===== config.mk =====
export PLATFORM = sky130hd
export DESIGN_NAME = multicycle_ctrl_flat
export DESIGN_NICKNAME = d
export VERILOG_FILES = /design/src/rtl/multicycle_ctrl_if.sv /design/src/rtl/multicycle_ctrl.sv /design/src/flat_wrapper.sv
export SDC_FILE = /design/constraint.sdc
export NUM_CORES = 1
export LEC_CHECK = 0
export CELL_PAD_IN_SITES_DETAIL_PLACEMENT = 1
export CELL_PAD_IN_SITES_GLOBAL_PLACEMENT = 1
export CORE_ASPECT_RATIO = 0.8
export CORE_MARGIN = 1.5
export CORE_UTILIZATION = 35
export CTS_CLUSTER_SIZE = 10
export DETAILED_ROUTE_END_ITERATION = 8
export PLACE_DENSITY = 0.8
export SLEW_MARGIN = 20
export SYNTH_ARGS = -nofsm -noshare
export SYNTH_HDL_FRONTEND = slang
export SYNTH_SLANG_ARGS = --single-unit
export TNS_END_PERCENT = 100

===== constraint.sdc =====
create_clock -name clk -period 2.6 [get_ports clk]
set_input_delay 0.52 -clock clk [delete_from_list [all_inputs] [get_ports clk]]
set_output_delay 0.52 -clock clk [all_outputs]
set_load 0.005 [all_outputs]

===== src/rtl/multicycle_ctrl_if.sv =====
// Shared memory-port handshake between the sequencer (master) and the memory
// system (slave).
interface multicycle_ctrl_if;
  logic mem_req;
  logic mem_we;
  logic addr_sel;
  logic mem_ready;

  modport master (
    output mem_req,
    output mem_we,
    output addr_sel,
    input  mem_ready
  );

  modport slave (
    input  mem_req,
    input  mem_we,
    input  addr_sel,
    output mem_ready
  );
endinterface


===== src/rtl/multicycle_ctrl.sv =====
// Multi-cycle RV32I sequencer: steps IDLE/FETCH/DECODE/EXEC/MEM/WB, shares one
// memory port between fetch and data access, counts retirements, traps on faults.
module multicycle_ctrl #(
  parameter int TIMEOUT_CYC = 16,
  parameter int CNT_W       = 32
) (
  input  logic                 clk,
  input  logic                 rst,
  input  logic                 run,
  input  logic [6:0]           opcode,
  input  logic                 br_taken,
  multicycle_ctrl_if.master    bus,
  output logic                 ir_we,
  output logic                 mdr_we,
  output logic                 reg_we,
  output logic                 pc_we,
  output logic [1:0]           pc_sel,
  output logic                 retire,
  output logic [CNT_W-1:0]     instret,
  output logic                 trap,
  output logic [1:0]           trap_cause,
  output logic [2:0]           state_o
);

  typedef enum logic [2:0] {
    S_IDLE   = 3'd0,
    S_FETCH  = 3'd1,
    S_DECODE = 3'd2,
    S_EXEC   = 3'd3,
    S_MEM    = 3'd4,
    S_WB     = 3'd5,
    S_TRAP   = 3'd6
  } state_t;

  localparam logic [6:0] OP_LUI    = 7'b0110111;
  localparam logic [6:0] OP_AUIPC  = 7'b0010111;
  localparam logic [6:0] OP_JAL    = 7'b1101111;
  localparam logic [6:0] OP_JALR   = 7'b1100111;
  localparam logic [6:0] OP_BRANCH = 7'b1100011;
  localparam logic [6:0] OP_LOAD   = 7'b0000011;
  localparam logic [6:0] OP_STORE  = 7'b0100011;
  localparam logic [6:0] OP_IMM    = 7'b0010011;
  localparam logic [6:0] OP_REG    = 7'b0110011;

  localparam logic [1:0] PC_PLUS4 = 2'b00;
  localparam logic [1:0] PC_IMM   = 2'b01;
  localparam logic [1:0] PC_ALU   = 2'b10;

  localparam logic [1:0] CAUSE_ILLEGAL = 2'b01;
  localparam logic [1:0] CAUSE_TIMEOUT = 2'b10;

  // The wait counter only has to reach TIMEOUT_CYC-1; width 1 when disabled.
  localparam int WAIT_W = (TIMEOUT_CYC > 1) ? $clog2(TIMEOUT_CYC) : 1;

  state_t            state;
  logic [WAIT_W-1:0] wait_cnt;

  logic is_load, is_store, is_branch, is_jal, is_jalr, is_legal;
  logic timeout_hit;

  assign is_load   = (opcode == OP_LOAD);
  assign is_store  = (opcode == OP_STORE);
  assign is_branch = (opcode == OP_BRANCH);
  assign is_jal    = (opcode == OP_JAL);
  assign is_jalr   = (opcode == OP_JALR);
  assign is_legal  = (opcode == OP_LUI)  || (opcode == OP_AUIPC) || is_jal   ||
                     is_jalr             || is_branch            || is_load  ||
                     is_store            || (opcode == OP_IMM)   || (opcode == OP_REG);

  // Last permitted wait cycle with no response; a same-cycle mem_ready still wins.
  assign timeout_hit = (TIMEOUT_CYC != 0) && (wait_cnt == WAIT_W'(TIMEOUT_CYC - 1));

  assign state_o = state;

  // Strobes decode from state and the live handshake so ir_we/mdr_we land in
  // the very cycle the memory responds.
  always_comb begin
    // NOTE: every output gets a default first so no path through the case infers a latch.
    bus.mem_req  = 1'b0;
    bus.mem_we   = 1'b0;
    bus.addr_sel = 1'b0;
    ir_we        = 1'b0;
    mdr_we       = 1'b0;
    reg_we       = 1'b0;
    pc_we        = 1'b0;
    pc_sel       = PC_PLUS4;
    retire       = 1'b0;
    case (state)
      S_FETCH: begin
        bus.mem_req = 1'b1;
        ir_we       = bus.mem_ready;
      end
      S_EXEC: begin
        if (is_branch) begin
          pc_we  = 1'b1;
          pc_sel = br_taken ? PC_IMM : PC_PLUS4;
          retire = 1'b1;
        end
      end
      S_MEM: begin
        bus.mem_req  = 1'b1;
        bus.addr_sel = 1'b1;
        bus.mem_we   = is_store;
        if (bus.mem_ready) begin
          if (is_store) begin
            pc_we  = 1'b1;
            retire = 1'b1;
          end else begin
            mdr_we = 1'b1;
          end
        end
      end
      S_WB: begin
        reg_we = 1'b1;
        pc_we  = 1'b1;
        retire = 1'b1;
        if (is_jal)       pc_sel = PC_IMM;
        else if (is_jalr) pc_sel = PC_ALU;
      end
      default: ;
    endcase
  end

  always_ff @(posedge clk) begin
    // NOTE: sequential state uses non-blocking assignments so every register
    // samples pre-edge values regardless of statement order.
    if (rst) begin
      state      <= S_IDLE;
      wait_cnt   <= '0;
      instret    <= '0;
      trap       <= 1'b0;
      trap_cause <= 2'b00;
    end else begin
      if (retire) instret <= instret + CNT_W'(1);

      case (state)
        S_IDLE: begin
          if (run) state <= S_FETCH;
        end
        S_FETCH: begin
          if (bus.mem_ready) begin
            wait_cnt <= '0;
            state    <= S_DECODE;
          end else if (timeout_hit) begin
            wait_cnt   <= '0;
            state      <= S_TRAP;
            trap       <= 1'b1;
            trap_cause <= CAUSE_TIMEOUT;
          end else begin
            wait_cnt <= wait_cnt + WAIT_W'(1);
          end
        end
        S_DECODE: begin
          if (is_legal) begin
            state <= S_EXEC;
          end else begin
            state      <= S_TRAP;
            trap       <= 1'b1;
            trap_cause <= CAUSE_ILLEGAL;
          end
        end
        S_EXEC: begin
          if (is_load || is_store) state <= S_MEM;
          else if (is_branch)      state <= run ? S_FETCH : S_IDLE;
          else                     state <= S_WB;
        end
        S_MEM: begin
          if (bus.mem_ready) begin
            wait_cnt <= '0;
            if (is_store) state <= run ? S_FETCH : S_IDLE;
            else          state <= S_WB;
          end else if (timeout_hit) begin
            wait_cnt   <= '0;
            state      <= S_TRAP;
            trap       <= 1'b1;
            trap_cause <= CAUSE_TIMEOUT;
          end else begin
            wait_cnt <= wait_cnt + WAIT_W'(1);
          end
        end
        S_WB: begin
          state <= run ? S_FETCH : S_IDLE;
        end
        S_TRAP: ;
        default: state <= S_IDLE;
      endcase
    end
  end

endmodule

===== src/flat_wrapper.sv =====
// flat-port wrapper written by rule: the top's interface ports become plain ports
module multicycle_ctrl_flat 
#(
  parameter int TIMEOUT_CYC = 16,
  parameter int CNT_W       = 32
)
  (clk, rst, run, opcode, br_taken, ir_we, mdr_we, reg_we, pc_we, pc_sel, retire, instret, trap, trap_cause, state_o, bus_mem_req, bus_mem_we, bus_addr_sel, bus_mem_ready);
  multicycle_ctrl_if bus_i ();
  input  logic clk;
  input  logic rst;
  input  logic run;
  input  logic [6:0] opcode;
  input  logic br_taken;
  output logic ir_we;
  output logic mdr_we;
  output logic reg_we;
  output logic pc_we;
  output logic [1:0] pc_sel;
  output logic retire;
  output logic [CNT_W-1:0] instret;
  output logic trap;
  output logic [1:0] trap_cause;
  output logic [2:0] state_o;
  output wire logic [$bits(bus_i.mem_req)-1:0] bus_mem_req;
  output wire logic [$bits(bus_i.mem_we)-1:0] bus_mem_we;
  output wire logic [$bits(bus_i.addr_sel)-1:0] bus_addr_sel;
  input wire logic [$bits(bus_i.mem_ready)-1:0] bus_mem_ready;
  assign bus_mem_req = bus_i.mem_req;
  assign bus_mem_we = bus_i.mem_we;
  assign bus_addr_sel = bus_i.addr_sel;
  assign bus_i.mem_ready = bus_mem_ready;
  multicycle_ctrl #(.TIMEOUT_CYC(TIMEOUT_CYC), .CNT_W(CNT_W)) u_core (.clk(clk), .rst(rst), .run(run), .opcode(opcode), .br_taken(br_taken), .bus(bus_i), .ir_we(ir_we), .mdr_we(mdr_we), .reg_we(reg_we), .pc_we(pc_we), .pc_sel(pc_sel), .retire(retire), .instret(instret), .trap(trap), .trap_cause(trap_cause), .state_o(state_o));
endmodule

==> reports/metrics.csv, run 1 <==
stage;metric;value;unit
outcome;status;complete, no violations;
setup_path;cp_slowest_cell;clkdlybuf4s50_1;
grt;grt_max_degree;24;
yosys;synth_mux_area_share;0.943;%
yosys;synthAdderAreaFrac;1.11;%
yosys;synthXorXnorAreaFrac;1.17;%
yosys;synth-seq-cells;42;
timing;fin_crit_sh;97.1;%
yosys;synth_cells;282;
yosys;netlist.area_leader.share;37.3;%
placed_design;dpl_cell_area;3080;µm²
layout;final_cell_mix;clkdlybuf4s50_1, a21oi_1, dfxtp_1, o21ai_0, buf_4;
yosys;synth_compound_area_share;23.0;%
pwr;power;1.36;mW
setup_path;worstPathRequired;2.08;ns
grt;antenna_found_initial;0;
clocking;clk_path_buf_depth;2;
timing;worst_pin_slew;0.705;ns
clocking;clk_latency;0.30;ns
setup_path;crit_path_max_fanout;2;
yosys;async_reset_ff_share;0;%
job;drv_cap;0;
timing;hold_violations;0;
timing;fin_crit;2.52;ns
clocking;cts_tree;done;
grt;grtUsageTotal;20.6;%
yosys;yosysWarnings;0;
clocking;clock-sinks;42;
placed_design;io_buffers;59;
placed_design;gp_congestion;0.815;
floorplanning;fp-row-count;25;
yosys;synth.net_count;296;
clocking;cts_hold_buf;0;
layout;final_area;3240;µm²
floorplanning;die_height;74.8;µm
setup_path;cp-end-kind;output pin;
setup_path;crit_type;primary input to output pin;
detailed_routing;drt_iter0_drc;67;
setup_path;cpMostUsedCell;buf_4;
pwr;p_leak;1.18;nW
yosys;synthFlopType;dfxtp_1;
yosys;yosys-top-cells-area;dfxtp_1, a21oi_1, o21ai_0;
layout;nFillCells;737;
layout;final_nets;374;
floorplanning;io_pins;60;
worst_hold_path;hp-class;flop to flop;
clocking;clk_pin_slew;0.08;ns
layout;area_growth;43.6;%
clocking;htree_levels;2;
timing;finalSetupViolations;0;
yosys;netlist_area;2250;µm²
layout;final_common_cell;clkdlybuf4s50_1;
floorplanning;die_w;92.7;µm
pwr;p_per_area;420;nW/µm²
floorplanning;start_util;37.2;%
timing;relSlewSlack;52.9;%
floorplanning;die_area;6940;µm²
floorplanning;core_area;6070;µm²
yosys;synth_top_family_by_area;simple AND/OR/NAND/NOR gates;
timing;rsz0062_at_grt;false;
layout;fin_util;53.3;%
setup_path;cp_cell_sequence;clkdlybuf4s50_1, nor4bb_2, buf_4, buf_4, nand2_1, and3_1, dlygate4sd2_1;
layout;drive_gt1_share;15.0;%
setup_path;cp-start-kind;primary input;
detailed_routing;wl_per_cell;16.0;µm
timing;timing.fmax;396;MHz
grt;grt_pass1_wl;11200;µm
detailed_routing;drt-total-wl;7070;µm
detailed_routing;via_per_inst;5.53;
placed_design;place_inst;431;
grt;grt_pass1_vias;2332;
placed_design;place_hpwl;5210;µm
detailed_routing;drt_pass1_iterations;4;
timing;final-max-slew-violation-count;0;
layout;insertedDiodeCount;0;
layout;final_cells;442;
clocking;cts_made_buffers;5;
clocking;cts-root-buf;clkbuf_8;
yosys;synth_seq_area_share;37.3;%
yosys;synth-simple-area-share;30.5;%
grt;grt-ovfl-total;0;
yosys;avgSynthCellArea;8.00;µm²
pwr;ir_drop;263;µV
detailed_routing;antenna_left;0;
yosys;synth_edf_count;0;
timing;hold_ws;0.468;ns
detailed_routing;drc;0;
setup_path;max_stage_delay;0.45;ns
setup_path;crit_arrival;2.00;ns
yosys;yosysTopAreaCell;dfxtp_1;
yosys;ys_types;48;
detailed_routing;vias;2443;
timing;clock_skew;0.00587;ns
[kinds of logic (layout without fill, tap and decap cells)]
kind of cell               Yosys count  in the layout
buffers and inverters               31            110
adders and majority gates            2              2
xor gates and xnor gates             3              3
AOI/OAI and AO/OA                   90             90
DFF                                 42             42
and+or+nand+nor                    112            112
muxes                                2              2
[worst max-delay path, delay by kind of cell]
kind          cells  cell delay (ns)
buf+inv           4             0.97
simple gates      3             0.53
[path summary, 6_finish.rpt]
path | slack (ns) | end | from | cells after the start
worst max-delay path | 0.08 | mdr_we | opcode[3] | 7
worst min-delay path | 0.47 | u_core.trap | u_core.trap | 2
worst max register to register | 0.34 | u_core.instret[21] | u_core.state_o[2] | 8
worst min register to register | 0.47 | u_core.trap | u_core.trap | 2
[metal layers]
| layer | GRT usage [%] | vias up | share of wire (%) |
|---|---|---|---|
| li1 | - | 1197 | - |
| met1 | 26.0 | 1184 | 47 |
| met2 | 36.2 | 55 | 48 |
| met3 | 3.64 | 7 | 3.8 |
| met4 | 6.90 | 0 | 0.96 |
| met5 | 0 | - | 0 |
[flip-flops by register name, summed over array words and instances, names as in the netlist]
register,count
u_core.instret,32
u_core.state_o,3
u_core.trap,1
u_core.trap_cause,2
u_core.wait_cnt,4
[cell type report]
class / instances / area [µm²] / area share [%]
clock buffers: 5 / 68.8 / 2.13
clock inverters: 3 / 40.0 / 1.24
inverters: 16 / 60.1 / 1.86
multi-input cells: 209 / 1310 / 40.6
flip-flops and latches: 42 / 842 / 26.0
well taps: 81 / 101 / 3.13
repair buffers: 86 / 811 / 25.0
[cell usage after synthesis, types with 3 or more instances]
master,number
or4_1,8
o31ai_1,8
buf_4,4
and3_1,3
or3_2,3
clkbuf_1,7
a31oi_1,3
nor2_1,15
nor3b_1,4
buf_2,3
o21ai_0,27
or3_1,19
nand2b_1,3
dfxtp_1,42
inv_1,16
nand2_1,18
nor3_1,5
nand3_1,14
nand4_1,5
a21oi_1,42
[power breakdown]
group	total (mW)	internal [mW]	switching (mW)	leakage, nW
Sequential	0.667	0.654	0.0130	0.339
Clock	0.511	0.283	0.228	0.0579
Combinational	0.183	0.0904	0.0931	0.782
[what timing repair did]
item                       in CTS  in global routing
buffers inserted                2                  1
pin swaps                       2                  1
gates resized for setup        14                  2
setup endpoints to repair       6                  2
[metrics by stage]
| step | setup slack [ns] | TNS (ns) |
|---|---|---|
| finish | 0.0757 | 0 |
| global route | 0.00719 | 0 |
| CTS | 0.00284 | 0 |
| detailed placement | -0.212 | -1.73 |
| global placement | -0.203 | -0.606 |
| floorplan | 0.456 | 0 |
Note: power is estimated with default switching activity, not from simulation.
==> run 2: changes to the inputs <==
- SKIP_LAST_GASP: not set -> 1
==> run 2 against run 1 <==
Net effect:
- sequential power about the same
- total power about the same
- non-clock buffer count stayed put
- clock skew unchanged
- register-to-register slack barely moved
- hold slack did not move
- final cell count stayed put
- clock-buffer cell count unchanged
- routed wire length barely moved
- combinational power is essentially flat
- die area did not move
- utilization increased by 0.062 points
- critical endpoint unchanged
- largest cell class unchanged
==> reports/metrics.csv, run 2 (synthesis gave the netlist of run 1 again) <==
stage;metric;value;unit;change
job;drv_cap;0;;unchanged
timing;setup_slack;0.0757;ns;unchanged
placed_design;io_buffers;59;;unchanged
timing;fin_crit;2.52;ns;unchanged
layout;insertedDiodeCount;0;;unchanged
timing;worst_pin_slew;0.705;ns;unchanged
floorplanning;die_area;6940;µm²;unchanged
outcome;status;complete, no violations;;
timing;clock_skew;0.00587;ns;unchanged
layout;multiInputGateArea;1310;µm²;unchanged
timing;finalSetupViolations;0;;unchanged
clocking;clk_path_buf_depth;2;;unchanged
layout;top_register;u_core.instret;;
setup_path;cp-start-kind;primary input;;
worst_hold_path;hp-class;flop to flop;;
clocking;cts_hold_buf;0;;unchanged
floorplanning;die_w;92.7;µm;unchanged
pwr;p_leak;1.19;nW;+1.2%
layout;final_cell_mix;clkdlybuf4s50_1, a21oi_1, dfxtp_1, o21ai_0, buf_4;;
layout;final_area;3240;µm²;+0.12%
layout;final_cells;442;;unchanged
layout;area_growth;43.7;%;
layout;final_nets;374;;unchanged
detailed_routing;drc;0;;unchanged
grt;grtUsageTotal;20.6;%;+0.022 points
setup_path;crit_type;primary input to output pin;;
timing;timing.fmax;396;MHz;unchanged
placed_design;dp_slack;-0.212;ns;unchanged
grt;grt_max_degree;24;;unchanged
detailed_routing;antenna_left;0;;unchanged
layout;drive_gt1_share;15.0;%;unchanged
floorplanning;start_util;37.2;%;unchanged
detailed_routing;drt_iter0_drc;67;;unchanged
floorplanning;die_height;74.8;µm;unchanged
setup_path;crit_path_max_fanout;2;;unchanged
setup_path;cp-end-kind;output pin;;
clocking;clk_latency;0.30;ns;about the same
setup_path;worstPathRequired;2.08;ns;about the same
timing;final-max-slew-violation-count;0;;unchanged
clocking;cts-root-buf;clkbuf_8;;
clocking;cts_made_buffers;5;;unchanged
placed_design;place_inst;431;;unchanged
timing;rsz0062_at_grt;false;;
floorplanning;core_area;6070;µm²;unchanged
detailed_routing;vias;2443;;unchanged
layout;final_common_cell;clkdlybuf4s50_1;;
setup_path;crit_arrival;2.00;ns;about the same
layout;fin_util;53.4;%;+0.062 points
clocking;clock-sinks;42;;unchanged
grt;grt_pass1_wl;11200;µm;+0.13%
grt;antenna_found_initial;0;;unchanged
floorplanning;fp-row-count;25;;unchanged
detailed_routing;via_per_inst;5.53;;unchanged
placed_design;place_hpwl;5210;µm;unchanged
detailed_routing;drt_pass1_iterations;4;;unchanged
placed_design;gp_congestion;0.815;;unchanged
timing;hold_violations;0;;unchanged
detailed_routing;wl_per_cell;16.0;µm;about the same
grt;grt-ovfl-total;0;;unchanged
pwr;p_per_area;420;nW/µm²;-0.11%
floorplanning;io_pins;60;;unchanged
clocking;clk_pin_slew;0.08;ns;about the same
pwr;ir_drop;263;µV;unchanged
layout;nFillCells;737;;unchanged
timing;fin_crit_sh;97.1;%;unchanged
timing;hold_ws;0.468;ns;unchanged
clocking;cts_tree;done;;
detailed_routing;drt-total-wl;7070;µm;about the same
clocking;htree_levels;2;;unchanged
layout;largest_register_ffs;32;;unchanged
layout;regArea;842;µm²;unchanged
grt;grt_pass1_vias;2338;;+0.26%
timing;relSlewSlack;52.9;%;unchanged
placed_design;dpl_cell_area;3080;µm²;unchanged
==> run 2: cell count changes in the layout (fill, tap and decap cells not counted) <==
cell / delta
dlymetal6s2s_1: +1
dlygate4sd2_1: -1
==> run 2: per-stage QoR <==
step                TNS, ns  total power, mW
detailed placement    -1.73            0.861
global route              0             1.42
floorplan                 0            0.765
finish                    0             1.36
CTS                 -0.0242             1.37
global placement     -0.606            0.856
==> run 2: timing repair <==
| item | CTS | global route |
|---|---|---|
| resized for setup | 13 | 3 |
| pin swaps | 2 | 1 |
| setup buffers | 2 | 1 |
| setup endpoints to repair | 6 | 3 |
==> run 2: worst paths after layout <==
path | from | to | slack, ns | cells past startpoint
hold reg to reg | u_core.trap | u_core.trap | 0.47 | 2
setup / recovery | opcode[3] | mdr_we | 0.08 | 7
setup reg to reg | u_core.state_o[2] | u_core.instret[21] | 0.34 | 8
hold / removal | u_core.trap | u_core.trap | 0.47 | 2
==> run 2: power breakdown <==
part           leakage (nW)  switching (mW)  total (mW)  internal, mW
Sequential            0.339          0.0130       0.667         0.654
Combinational         0.796          0.0931       0.184        0.0905
Clock                0.0579           0.228       0.511         0.283
Total                  1.19           0.334        1.36          1.03
==> run 2: metal layers <==
layer / GRT usage [%] / up-vias / share of wire, %
met2: 36.2 / 55 / 48
li1: - / 1197 / -
met4: 6.90 / 0 / 0.96
met1: 26.0 / 1184 / 47
met3: 3.64 / 7 / 3.7
met5: 0 / - / 0
==> run 2: worst max-delay path, cell delays in order <==
cell             delay (ns)
clkdlybuf4s50_1        0.45
nor4bb_2               0.29
buf_4                  0.15
buf_4                  0.10
nand2_1                0.05
and3_1                 0.19
dlygate4sd2_1          0.27
==> run 2: final cells by class <==
type                            count  area share (%)
Inverter                           16            1.85
Clock inverter                      3            1.24
Sequential cell                    42            26.0
Tap cell                           81            3.13
Timing Repair Buffer               86            25.1
Multi-Input combinational cell    209            40.5
Clock buffer                        5            2.12
